### config.mk
export PLATFORM = sky130hd
export DESIGN_NAME = data_cache
export DESIGN_NICKNAME = d
export VERILOG_FILES = /design/src/rtl/dcache_pkg.sv /design/src/rtl/dcache_line_store.sv /design/src/rtl/data_cache.sv
export SDC_FILE = /design/constraint.sdc
export NUM_CORES = 1
export LEC_CHECK = 0
export ABC_AREA = 1
export BUFFER_PORTS_ARGS = -buffer_cell sky130_fd_sc_hd__buf_2
export CORE_MARGIN = 2
export CORE_UTILIZATION = 44
export DETAILED_ROUTE_END_ITERATION = 10
export PLACE_DENSITY = 0.7
export SETUP_SLACK_MARGIN = 0.4
export SLEW_MARGIN = 20
export SYNTH_ARGS = -nofsm -noshare
export SYNTH_HDL_FRONTEND = slang
export SYNTH_HIERARCHICAL = 1
export SYNTH_SLANG_ARGS = --single-unit
### constraint.sdc
create_clock -name clk -period 3.4 [get_ports clk]
set_input_delay 0.51 -clock clk [delete_from_list [all_inputs] [get_ports clk]]
set_output_delay 0.51 -clock clk [all_outputs]
set_load 0.02 [all_outputs]
### src/rtl/dcache_pkg.sv
// Shared types and constants for the direct-mapped data cache.
// Address split: word offset [1:0], index [3:2], tag [31:4].
package dcache_pkg;

  localparam int LINES   = 4;
  localparam int INDEX_W = $clog2(LINES);
  localparam int TAG_W   = 32 - INDEX_W - 2;

  typedef logic [INDEX_W-1:0] index_t;
  typedef logic [TAG_W-1:0]   tag_t;

  typedef enum logic [1:0] {
    IDLE      = 2'd0,
    WRITEBACK = 2'd1,
    REFILL    = 2'd2
  } state_t;

  // Line index of a byte address.
  function automatic index_t get_index(input logic [31:0] addr);
    return index_t'(addr >> 2);
  endfunction

  // Tag of a byte address.
  function automatic tag_t get_tag(input logic [31:0] addr);
    return tag_t'(addr >> (INDEX_W + 2));
  endfunction

endpackage

### src/rtl/dcache_line_store.sv
// Line storage for the data cache: valid/dirty bits (cleared by reset)
// plus tag and data arrays. One combinational read port, one write port
// with independent data/tag enables and set/clear dirty strobes.
module dcache_line_store
  import dcache_pkg::*;
(
  input  logic        clk,
  input  logic        reset,
  // read port
  input  index_t      rd_idx,
  output logic        rd_valid,
  output logic        rd_dirty,
  output tag_t        rd_tag,
  output logic [31:0] rd_data,
  // write port
  input  index_t      wr_idx,
  input  logic        wr_data_en,
  input  logic [31:0] wr_data,
  input  logic        wr_tag_en,
  input  tag_t        wr_tag,
  input  logic        set_dirty,
  input  logic        clr_dirty
);

  logic [LINES-1:0] valid_q;
  logic [LINES-1:0] dirty_q;
  tag_t             tag_q  [LINES];
  logic [31:0]      data_q [LINES];

  assign rd_valid = valid_q[rd_idx];
  assign rd_dirty = dirty_q[rd_idx];
  assign rd_tag   = tag_q[rd_idx];
  assign rd_data  = data_q[rd_idx];

  // Status bits: reset invalidates every line; a tag write validates it.
  always_ff @(posedge clk or posedge reset) begin
    if (reset) begin
      valid_q <= '0;
      dirty_q <= '0;
    end else begin
      if (wr_tag_en) valid_q[wr_idx] <= 1'b1;
      if (set_dirty)      dirty_q[wr_idx] <= 1'b1;
      else if (clr_dirty) dirty_q[wr_idx] <= 1'b0;
    end
  end

  // Tag and data arrays.
  // NOTE: no reset on the arrays -- contents are meaningless while valid is 0,
  // and leaving them unreset lets them map onto plain storage.
  always_ff @(posedge clk) begin
    if (wr_tag_en)  tag_q[wr_idx]  <= wr_tag;
    if (wr_data_en) data_q[wr_idx] <= wr_data;
  end

endmodule

### src/rtl/data_cache.sv
// Direct-mapped, write-back, write-allocate data cache.
// Hits complete in the same cycle; misses stall, write back a dirty victim
// if present, refill over the req/ack port, then replay the access.
// Optional macro DCACHE_STATS_EN adds hit_count / miss_count outputs.
module data_cache
  import dcache_pkg::*;
(
  input  logic        clk,
  input  logic        reset,
  input  logic        cpu_req,
  input  logic        cpu_we,
  input  logic [31:0] cpu_addr,
  input  logic [31:0] cpu_wdata,
  output logic [31:0] cpu_rdata,
  output logic        cpu_ready,
  output logic        stall,
  output logic        mem_req,
  output logic        mem_we,
  output logic [31:0] mem_addr,
  output logic [31:0] mem_wdata,
  input  logic [31:0] mem_rdata,
  input  logic        mem_ack
`ifdef DCACHE_STATS_EN
  ,
  output logic [31:0] hit_count,
  output logic [31:0] miss_count
`endif
);

  state_t      state_q, state_d;
  index_t      idx;
  tag_t        req_tag;
  logic        line_valid, line_dirty;
  tag_t        line_tag;
  logic [31:0] line_data;
  logic        hit;

  logic        wr_data_en, wr_tag_en, set_dirty, clr_dirty;
  logic [31:0] wr_data;

  // Byte-offset bits play no part in a word-only cache.
  logic unused_addr_bits;
  assign unused_addr_bits = ^cpu_addr[1:0];

  assign idx     = get_index(cpu_addr);
  assign req_tag = get_tag(cpu_addr);
  assign hit     = cpu_req && line_valid && (line_tag == req_tag);

  dcache_line_store u_store (
    .clk        (clk),
    .reset      (reset),
    .rd_idx     (idx),
    .rd_valid   (line_valid),
    .rd_dirty   (line_dirty),
    .rd_tag     (line_tag),
    .rd_data    (line_data),
    .wr_idx     (idx),
    .wr_data_en (wr_data_en),
    .wr_data    (wr_data),
    .wr_tag_en  (wr_tag_en),
    .wr_tag     (req_tag),
    .set_dirty  (set_dirty),
    .clr_dirty  (clr_dirty)
  );

  // State register; reset aborts any memory transaction at once.
  // NOTE: sequential state uses non-blocking (<=) so every register samples
  // pre-edge values; blocking (=) is kept for the combinational block below.
  always_ff @(posedge clk or posedge reset) begin
    if (reset) state_q <= IDLE;
    else       state_q <= state_d;
  end

  // Next state, CPU/memory outputs and line-store write strobes.
  // NOTE: every output gets a default first so no path leaves a value held,
  // which would otherwise infer a latch.
  always_comb begin
    state_d    = state_q;
    cpu_ready  = 1'b0;
    cpu_rdata  = '0;
    stall      = 1'b0;
    mem_req    = 1'b0;
    mem_we     = 1'b0;
    mem_addr   = '0;
    mem_wdata  = '0;
    wr_data_en = 1'b0;
    wr_data    = cpu_wdata;
    wr_tag_en  = 1'b0;
    set_dirty  = 1'b0;
    clr_dirty  = 1'b0;

    unique case (state_q)
      IDLE: begin
        if (cpu_req) begin
          if (hit) begin
            cpu_ready = 1'b1;
            cpu_rdata = line_data;
            if (cpu_we) begin
              wr_data_en = 1'b1;
              set_dirty  = 1'b1;
            end
          end else begin
            stall   = 1'b1;
            state_d = (line_valid && line_dirty) ? WRITEBACK : REFILL;
          end
        end
      end
      WRITEBACK: begin
        stall     = 1'b1;
        mem_req   = 1'b1;
        mem_we    = 1'b1;
        mem_addr  = {line_tag, idx, 2'b00};
        mem_wdata = line_data;
        if (mem_ack) begin
          clr_dirty = 1'b1;
          state_d   = REFILL;
        end
      end
      REFILL: begin
        stall    = 1'b1;
        mem_req  = 1'b1;
        mem_addr = {cpu_addr[31:2], 2'b00};
        if (mem_ack) begin
          wr_data_en = 1'b1;
          wr_data    = mem_rdata;
          wr_tag_en  = 1'b1;
          clr_dirty  = 1'b1;
          state_d    = IDLE;
        end
      end
      default: state_d = IDLE;
    endcase

    // Keep the pipeline released while reset is held, even with a request up.
    if (reset) begin
      stall     = 1'b0;
      cpu_ready = 1'b0;
      cpu_rdata = '0;
    end
  end

`ifdef DCACHE_STATS_EN
  logic replay_q;
  logic idle_hit, idle_miss;

  assign idle_hit  = (state_q == IDLE) && hit;
  assign idle_miss = (state_q == IDLE) && cpu_req && !hit;

  // Hit/miss counters; the replay that completes a miss is not a fresh hit.
  always_ff @(posedge clk or posedge reset) begin
    if (reset) begin
      hit_count  <= '0;
      miss_count <= '0;
      replay_q   <= 1'b0;
    end else begin
      if (idle_miss)             miss_count <= miss_count + 32'd1;
      if (idle_hit && !replay_q) hit_count  <= hit_count + 32'd1;
      if (state_q == REFILL && mem_ack) replay_q <= 1'b1;
      else if (state_q == IDLE)         replay_q <= 1'b0;
    end
  end
`else
  // Statistics build option off: no counters, no replay flag.
`endif

endmodule

# Word level (Yosys, flattened, before mapping)
# Memories as Yosys holds them, arrays and structs flattened.
# Cells that the tools add are included.
[totals] regBits=10 mem_bits_rw=240 input_bits=101 out_inout_bits=100 memories=2
[mem_list] memory="u_store.data_q" depth=4 word_bits=32 read_ports=1 rd_clocked_by_memory_dff=0 wr=1 line_no="dcache_line_store.sv:28" text="logic [31:0] data_q [LINES];"
[mem_list] memory="u_store.tag_q" depth=4 word_bits=28 read_ports=1 rd_clocked_by_memory_dff=0 wr=1 line_no="dcache_line_store.sv:27" text="tag_t tag_q [LINES];"
[classes] magnitude_cmp=2 n_eq_ne=7 mux=44 bitwise=4 reduce_logical=8
[ops] operator="2-to-1 mux 32 bit" count=7
[ops] operator="case mux 32 bit (2 select lines)" count=1
[ops] operator="== test 28 bit" count=1
[ops] operator="2-to-1 mux 1 bit" count=23
[ops] operator="2-to-1 mux 2 bit" count=5
[ops] operator="2-to-1 mux 4 bit" count=2
[ops] operator="inequality test 2 bit, second input constant" count=4
[ops] operator="bitwise OR 4 bit" count=2
[ops] operator="case mux 2 bit (3 select lines)" count=1
[ops] operator="AND 4 bit" count=1
[ops] operator="binary-select mux 1 bit (select 2 bit)" count=2
[ops] operator="logical AND 1 bit" count=4
[ops] operator="NOT 4 bit" count=1
[ops] operator="case mux 1 bit (2 select lines)" count=2
[ops] operator="AND reduction 4 bit" count=1
[ops] operator="< comparator 2 x 3 -> 1 bit, second input constant" count=1
[ops] operator="demux 1 bit (select 2 bit)" count=1
[ops] operator="== test 2 x 1 -> 1 bit, second input constant" count=1
[ops] operator="== test 2 bit, second input constant" count=1
[ops] operator=">= comparator 2 x 1 -> 1 bit, second input constant" count=1
[ops] operator="logical NOT 2 bit" count=1
[ops] operator="nonzero test 2 bit" count=1
[ops] operator="OR reduction 2 bit" count=1

# Longest topological paths before layout
# Gate-level depths: netlist of the first run.
[depth] depth_word=9 ltp_mapped=19

# Cells and area by module
# The synthesis of the first run kept the hierarchy.
[by_module_without_submodules] mod="dcache_line_store" n_inst=1 cells_per_inst=1012 area_per_inst_um2=10532.6
[by_module_without_submodules] mod="data_cache" n_inst=1 cells_per_inst=562 area_per_inst_um2=2431.1

# Least setup slack after synthesis of the first run
# OpenSTA, ideal clock, no wires.
[synth_path] path_type="input to register" start="input cpu_addr[2]" end="memory u_store.data_q[3][0] (enable)" setup_ns=0.421 t_arrival_ns=3.375 t_required_ns=2.979 slack_ns=-0.396 cell_stages=16 n_path_buf=3 cell_sequence="buf_4 -> inv_2 -> buf_6 -> buf_6 -> nand2_1 -> nand3_1 -> nand2_1 -> xnor2_1 -> nand2_1 -> nor2_1 -> nand2_1 -> nor2_1 -> nand3_1 -> o21ai_0 -> inv_1 -> nor2_1"
[synth_rtl] element="from (decl)" line_no="data_cache.sv:12" text="input logic [31:0] cpu_addr,"
[synth_rtl] element="memory read (4 x 28 bit)"
[synth_rtl] element="via line_tag[10]" line_no="data_cache.sv:34" text="tag_t line_tag;"
[synth_rtl] element="== test 28 bit" line_no="data_cache.sv:47" text="assign hit = cpu_req && line_valid && (line_tag == req_tag);"
[synth_rtl] element="logical AND 1 bit" line_no="data_cache.sv:47"
[synth_rtl] element="2-to-1 mux 1 bit" line_no="data_cache.sv:95" text="if (hit) begin"
[synth_rtl] element="2-to-1 mux 1 bit" line_no="data_cache.sv:94" text="if (cpu_req) begin"
[synth_rtl] element="case mux 1 bit (2 select lines)" line_no="data_cache.sv:92" text="unique case (state_q)"
[synth_rtl] element="via wr_data_en" line_no="data_cache.sv:38" text="logic wr_data_en, wr_tag_en, set_dirty, clr_dirty;"
[synth_rtl] element="2-to-1 mux 1 bit" line_no="dcache_line_store.sv:52" text="if (wr_data_en) data_q[wr_idx] <= wr_data;"
[synth_rtl] element="2-to-1 mux 1 bit (not written as such)" line_no="dcache_line_store.sv:52"
[synth_rtl] element="to (decl)" line_no="dcache_line_store.sv:28"
# The timed path passes the listed nets, and every way through them passes these cells. The select of a mux whose other input is x is not followed.

# Worst setup path in the final report of the first run
[layout_path] start="input cpu_addr[2]" end="output cpu_rdata[12]"
[layout_rtl] element="memory read (4 x 28 bit)"
[layout_rtl] element="via line_tag[10]" line_no="data_cache.sv:34"
[layout_rtl] element="== test 28 bit" line_no="data_cache.sv:47"
[layout_rtl] element="logical AND 1 bit" line_no="data_cache.sv:47"
[layout_rtl] element="2-to-1 mux 32 bit" line_no="data_cache.sv:95"
[layout_rtl] element="2-to-1 mux 32 bit" line_no="data_cache.sv:94"
[layout_rtl] element="2-to-1 mux 32 bit" line_no="data_cache.sv:92"
[layout_rtl] element="2-to-1 mux 32 bit" line_no="data_cache.sv:135" text="if (reset) begin"
[layout_rtl] element="to (decl)" line_no="data_cache.sv:14" text="output logic [31:0] cpu_rdata,"
# The timed path passes the listed nets, and every way through them passes these cells. The select of a mux whose other input is x is not followed.

==> results of run 1 <==
[cells by family (layout without fill, tap and decap cells)]
| kind of cell | count (synthesis) | count (layout) | synth area share (%) |
|---|---|---|---|
| adders and majority gates | 4 | 4 | 0.3861 |
| DFF | 250 | 250 | 57.52 |
| xor gates and xnor gates | 8 | 8 | 0.5405 |
| and+or+nand+nor | 819 | 819 | 25.90 |
| other | 1 | 3 | 0.02893 |
| AOI/OAI and AO/OA | 42 | 42 | 1.670 |
| buffers and inverters | 450 | 677 | 13.96 |
[flip-flops by register name (all words and copies together), names as in the netlist, named ones only]
register / cells
u_store/tag_q: 112
state_q: 2
u_store/data_q: 128
u_store/valid_q: 4
[timing repair]
item	CTS	global route
hold buffers	1	0
hold endpoints to repair	10	0
pin swaps	0	10
setup buffers	2	0
gates resized for setup	18	64
setup endpoints to repair	34	65
cloned	1	6
[how the worst max path moves through the flow]
stage / startpoint / endpoint / depth (start not counted)
4_1_cts: u_store/tag_q[3][10] / cpu_rdata[27] / 14
5_1_grt: u_store/tag_q[1][18] / cpu_rdata[12] / 16
6_report: cpu_addr[2] / cpu_rdata[12] / 16
3_5_place_dp: cpu_addr[2] / cpu_rdata[0] / 16
2_1_floorplan: cpu_addr[2] / u_store/data_q[1][0] / 16
3_3_place_gp: cpu_addr[2] / u_store/data_q[2][28] / 14
[cell usage in the layout (no fill, tap or decap), drive strengths merged, types with 2 or more instances in the layout]
cell type / instances
a21oi: 30
buf: 236
bufinv: 2
clkbuf: 45
clkinv: 7
conb: 2
dfrtp: 10
edfxtp: 240
ha: 4
inv: 385
nand2: 604
nand3: 140
nand4: 4
nor2: 67
o21ai: 10
xnor2: 6
xor2: 2
[metrics by stage]
stage	setup slack [ps]	utilization, %	hold WS (ps)	power (W)	instances
2_1_floorplan	100.5	-	282.8	0.005064	1575
3_3_place_gp	252.9	50.41	424.3	0.005729	2126
3_5_place_dp	203.6	50.41	424.0	0.005778	2126
4_1_cts	336.7	53.65	229.1	0.008541	2180
5_1_grt	99.02	54.97	236.4	0.008944	2186
6_report	246.0	54.98	238.2	0.008553	2187
[layout make-up]
| type | count | area [µm²] |
|---|---|---|
| Antenna cell | 1 | 2.502 |
| Clock buffer | 39 | 720.7 |
| Clock inverter | 11 | 108.9 |
| Fill cell | 2520 | 12990 |
| Inverter | 384 | 1458 |
| Multi-Input combinational cell | 875 | 3897 |
| Sequential cell | 250 | 7457 |
| Tap cell | 384 | 480.5 |
| Timing Repair Buffer | 243 | 1740 |
[power breakdown]
part | internal, W | switching, W | leakage, nW | total (W)
sequential | 0.00370 | 0.0000496 | 2.29 | 0.00375
clock | 0.00162 | 0.00111 | 0.405 | 0.00273
combinational | 0.000618 | 0.00146 | 5.43 | 0.00208
total | 0.00594 | 0.00262 | 8.13 | 0.00855
[layer usage]
layer / vias up / share of wire [%]
met3: 60 / 7.3
met4: 4 / 2.5
met1: 4804 / 41
met2: 360 / 49
met5: - / 0.084
li1: 5154 / -
[cells in the mapped netlist (2+ instances only)]
cell,n
a21oi_1,30
buf_1,5
buf_2,24
buf_4,4
buf_6,10
clkbuf_1,23
dfrtp_1,10
edfxtp_1,240
ha_1,4
inv_1,382
inv_2,2
nand2_1,604
nand3_1,139
nand4_1,4
nor2_1,37
nor2_2,30
o21ai_0,7
o21ai_1,3
xnor2_1,6
xor2_1,2
==> results.toml, run 1 <==
[timing]
worst_pin_slew_ps = 661.5
tns_ps = 0
fmax_ghz = 0.3171
period_minus_slack_ps = 3154
finalSetupViolCount = 0
finClkSkew_ps = 12.36
relSlewSlack_pct = 55.90
rsz0062_at_grt = "true"
hold_viol_final = 0
slew_viol_final = 0
fin_crit_sh_pct = 92.76

[cts]
htree_num_levels = 1
cts_made_buffers = 27
ctsRootBufferMaster = "clkbuf_16"
clock_latency_ps = 530
clock_sinks = 250
cts_tree = "yes"
cts.reportedPaths.clkPinSlew_ps = 60
cts_buffer_depth = 3

[layout]
fin_nets = 1886
stdcell_area_um2 = 15870
drive_above_1_share_pct = 19.15
areaGrowthSynthToFinish_pct = 22.38

[routing]
drt_pass1_iterations = 5
wirelength_um = 32260
via_per_inst = 4.747
wl_per_cell_um = 14.75
drt_iter0_drc = 777
via_count = 10380
drcViolationCount = 0
ant_nets = 0

[global_route]
met2_usage_pct = 35.58
grt_busiest_layer = "met2"
track_usage_pct = 20.05
antenna_found_initial = 3
grt_pass1_vias = 9650
grtUsageMet3_pct = 3.052
use_met1_pct = 25.65
grt_pass1_wl_um = 48810
grt-ovfl-total = 0
grt_start_max_net_pins = 61

[setup_path]
cpLargestDelayFamily = "buffers and inverters"
cp.arrival_ps = 2640
cp-end-kind = "primary output"
r2r-end = "u_store/data_q[2][25]"
slowest_delay_ps = 240
worstPathCellList = "buf_4, inv_6, buf_12, nand2_1, nand3_1, nand2_1, xnor2_1, buf_4, nand3b_1, nor2_1, nand2_1, nor2_4, nand3_4, clkbuf_16, nor2_2, buf_2"
ff2ff_setup_slack_ps = 820
reg2reg_from = "u_store/tag_q[3][10]"
cp_common_cell = "nand2_1"
crit_buf_inv = 6
setup.worst_path.start_class = "input port"
crit_type = "input port to primary output"
rr_worst_depth = 15
crit_slowest_cell = "clkbuf_16"
critPathRequiredTime_ps = 2890
cp_max_fo = 16

[min_path]
hold_end = "u_store/tag_q[2][10]"
min_path_type = "input port to flop"
min_path_cells = 1
holdCritStartpoint = "cpu_addr[14]"

[synth]
syn_area_um2 = 12960
ys.flop_type = "edfxtp_1"
synth_edf_count = 240
synth.avg_cell_area_um2 = 8.236
yosysSeqAreaShare_pct = 57.52
postSynthCellCount = 1574
synth.top_cells.by_area = "edfxtp_1 (56%), nand2_1 (17%), inv_1 (11%)"
yosys.area.top_type = "edfxtp_1"
ys_types = 28
synthArstFlopShare_pct = 4.000
synth.top_cell.area_share_pct = 55.59
yosys_warnings = 6
ys_ff_latch = 250

[run_status]
status = "complete, no violations"

[placed_design]
port_buffers = 196
placed_area_um2 = 14550
place.gp.congestion = 0.8977
detailed_place_hpwl_um = 20020

[die]
die_y_um = 175.6
io_pins = 201
start_util_pct = 44.92
num_rows = 62
die-area_um2 = 30850
fp.dieW_um = 175.6
core_um2 = 28860

[power]
ir_drop_v = 0.0003658
p_leak_nw = 8.131
p_per_area_nw_per_um2 = 539.1

[job]
cap_violations = 0
(Power assumes the default switching activity.)
==> run 2: changes to the inputs <==
- clock period: 3.4 -> 2.75 ns (I/O delays scaled with it)
==> run 2 against run 1 <==
The run now ends with negative setup slack left. Utilization rose by 6.7 points. Via count grew 4.0%. Clock-buffer cell count did not move. Sequential share of layout area down 5.1 points. Die area unchanged. Critical path type is now flop to primary output. Largest cell class unchanged. Wire length grew 8.0%. Clock power grew 30%. Critical endpoint is now cpu_rdata[28]. Clock skew increased by 0.60 ps. Total power grew 40%. Critical path depth unchanged.
==> results.toml, run 2 (synthesized netlist as in run 1, its figures left out) <==
[routing]
via_per_inst = 4.745
drt_pass1_iterations = 5
ant_nets = 0
drt_iter0_drc = 783
wl_per_cell_um = 15.31
wirelength_um = 34830
drcViolationCount = 0
via_count = 10800

[layout]
fin_util_pct = 61.65
stdcell_count = 2275
fill_cells = 2311
largest_register_ff_count = 128
drive_above_1_share_pct = 26.40
largest-register = "u_store/data_q"
final_common_cell = "nand2_1"
top_regs = "u_store/data_q: 128 flops, u_store/tag_q: 112 flops, u_store/valid_q: 4 flops"
fin_nets = 1975
areaGrowthSynthToFinish_pct = 37.24
layout_common_cells = "nand2_1 (574), inv_1 (376), edfxtp_1 (240), nand3_1 (134), buf_2 (134)"

[run_status]
violations = "negative setup slack"
status = "finished, violations left"

[setup_path]
cp.arrival_ps = 2650
setup.worst_path.start_class = "flop"
reg2reg_from = "u_store/tag_q[2][22]"
rr_worst_depth = 20
cp_max_fo = 5
ff2ff_setup_slack_ps = -10
cp-end-kind = "primary output"
crit_type = "flop to primary output"
critPathRequiredTime_ps = 2340
r2r-end = "u_store/data_q[3][18]"

[die]
die-area_um2 = 30850
io_pins = 201
num_rows = 62
start_util_pct = 44.92
fp.dieW_um = 175.6
core_um2 = 28860
die_y_um = 175.6

[power]
p_per_area_nw_per_um2 = 673.2
ir_drop_v = 0.0003587
swShare_pct = 31.33
internal_power_w = 0.008225
p_sw_w = 0.003752
p_leak_nw = 8.781
pwr-share-seq_pct = 38.6
clockPowerShare_pct = 29.7
comb_power_share_pct = 31.7

[timing]
hold_viol_final = 0
fin_crit_sh_pct = 111.4
period_minus_slack_ps = 3064
finalSetupViolCount = 38
fmax_ghz = 0.3264
rsz0062_at_grt = "true"
finClkSkew_ps = 12.95
fin_ws_ps = -313.8
hold_ws_ps = 146.2
slew_viol_final = 0

[global_route]
antenna_found_initial = 1
grt_pass1_wl_um = 51180
grt-ovfl-total = 0
grt_start_max_net_pins = 49
track_usage_pct = 21.05
grt_pass1_vias = 10160

[cts]
clock_latency_ps = 520
ctsRootBufferMaster = "clkbuf_16"
cts_made_buffers = 26
cts_tree = "yes"
clock_sinks = 250
cts_buffer_depth = 3
htree_num_levels = 1
cts.reportedPaths.clkPinSlew_ps = 60

[job]
cap_violations = 0

[placed_design]
place.gp.congestion = 0.9359
dp.cells = 2168
detailed_place_hpwl_um = 21080
port_buffers = 196

[min_path]
min_path_type = "input port to flop"
min_path_cells = 1
holdCritStartpoint = "cpu_addr[6]"
hold_end = "u_store/tag_q[1][2]"
run 2: cell count changes in the layout (fill, tap and decap cells not counted), moves of 18 or more:
cell,delta
buf_6,+64
buf_2,-40
buf_4,+40
a21oi_1,-28
nor2_4,+26
a21oi_4,+20
nor2_2,-18
run 2: what timing repair did:
item,4_1_cts,5_1_grt
setup buffers,28,12
hold endpoints to repair,10,0
setup endpoints to repair,212,241
gates cloned,9,8
resized for setup,121,166
pin swaps,4,25
hold buffers,1,0
run 2: worst max-delay path: stages (launching register included):
cell,delay (ps)
edfxtp_1,370
inv_1,60
nand2_1,40
nand3_1,90
nand2_2,90
nand2_2,100
nand2_1,70
nor2_1,110
nand3_1,110
nor2_2,140
nand2_2,70
nor2_4,130
nand3_4,170
buf_12,180
buf_16,140
nor2_4,100
buf_6,110
run 2: how the worst max path moves through the flow:
| stage | start | to | slack [ps] |
|---|---|---|---|
| 2_1_floorplan | cpu_addr[2] | u_store/data_q[0][0] | -30 |
| 4_1_cts | u_store/tag_q[0][10] | cpu_rdata[4] | -220 |
| 3_3_place_gp | cpu_addr[2] | cpu_rdata[27] | -260 |
| 3_5_place_dp | cpu_addr[2] | cpu_rdata[24] | -310 |
| 5_1_grt | u_store/tag_q[3][24] | cpu_rdata[28] | -460 |
| 6_report | u_store/tag_q[1][9] | cpu_rdata[28] | -310 |
run 2: cell type report:
class,count,area [µm²],share of cell area (%)
Tap cell,384,480.5,2.701
Antenna cell,1,2.502,0.01407
Clock inverter,9,126.4,0.7103
Multi-Input combinational cell,875,4398,24.72
Clock buffer,39,750.7,4.220
Inverter,384,1471,8.271
Sequential cell,250,7457,41.92
Timing Repair Buffer,333,3104,17.45
run 2: routing by layer:
layer,share of wire [%],GRT usage [%]
met2,51,38.42
met3,4.7,2.468
met5,0,0
met4,2.7,6.439
met1,41,26.14
run 2: power groups by stage:
stage / Combinational, W / Clock (W) / Sequential [W]
4_1_cts: 0.00316 / 0.00361 / 0.00462
3_3_place_gp: 0.00254 / 0 / 0.00469
6_report: 0.00380 / 0.00355 / 0.00462
2_1_floorplan: 0.00161 / 0 / 0.00469
5_1_grt: 0.00407 / 0.00374 / 0.00464
3_5_place_dp: 0.00261 / 0 / 0.00470
run 2: metrics by stage:
stage                     setup WS, ps  TNS [ps]  cell area (µm²)  total power, W
after floorplan                 -26.98     -3454            13260        0.006304
after global routing            -461.3    -18490            17790         0.01245
after CTS                       -222.3     -6749            16910         0.01139
after detailed placement        -313.2    -38910            15100        0.007308
final                           -313.8     -8650            17790         0.01198
after global placement          -257.9    -33840            15100        0.007239
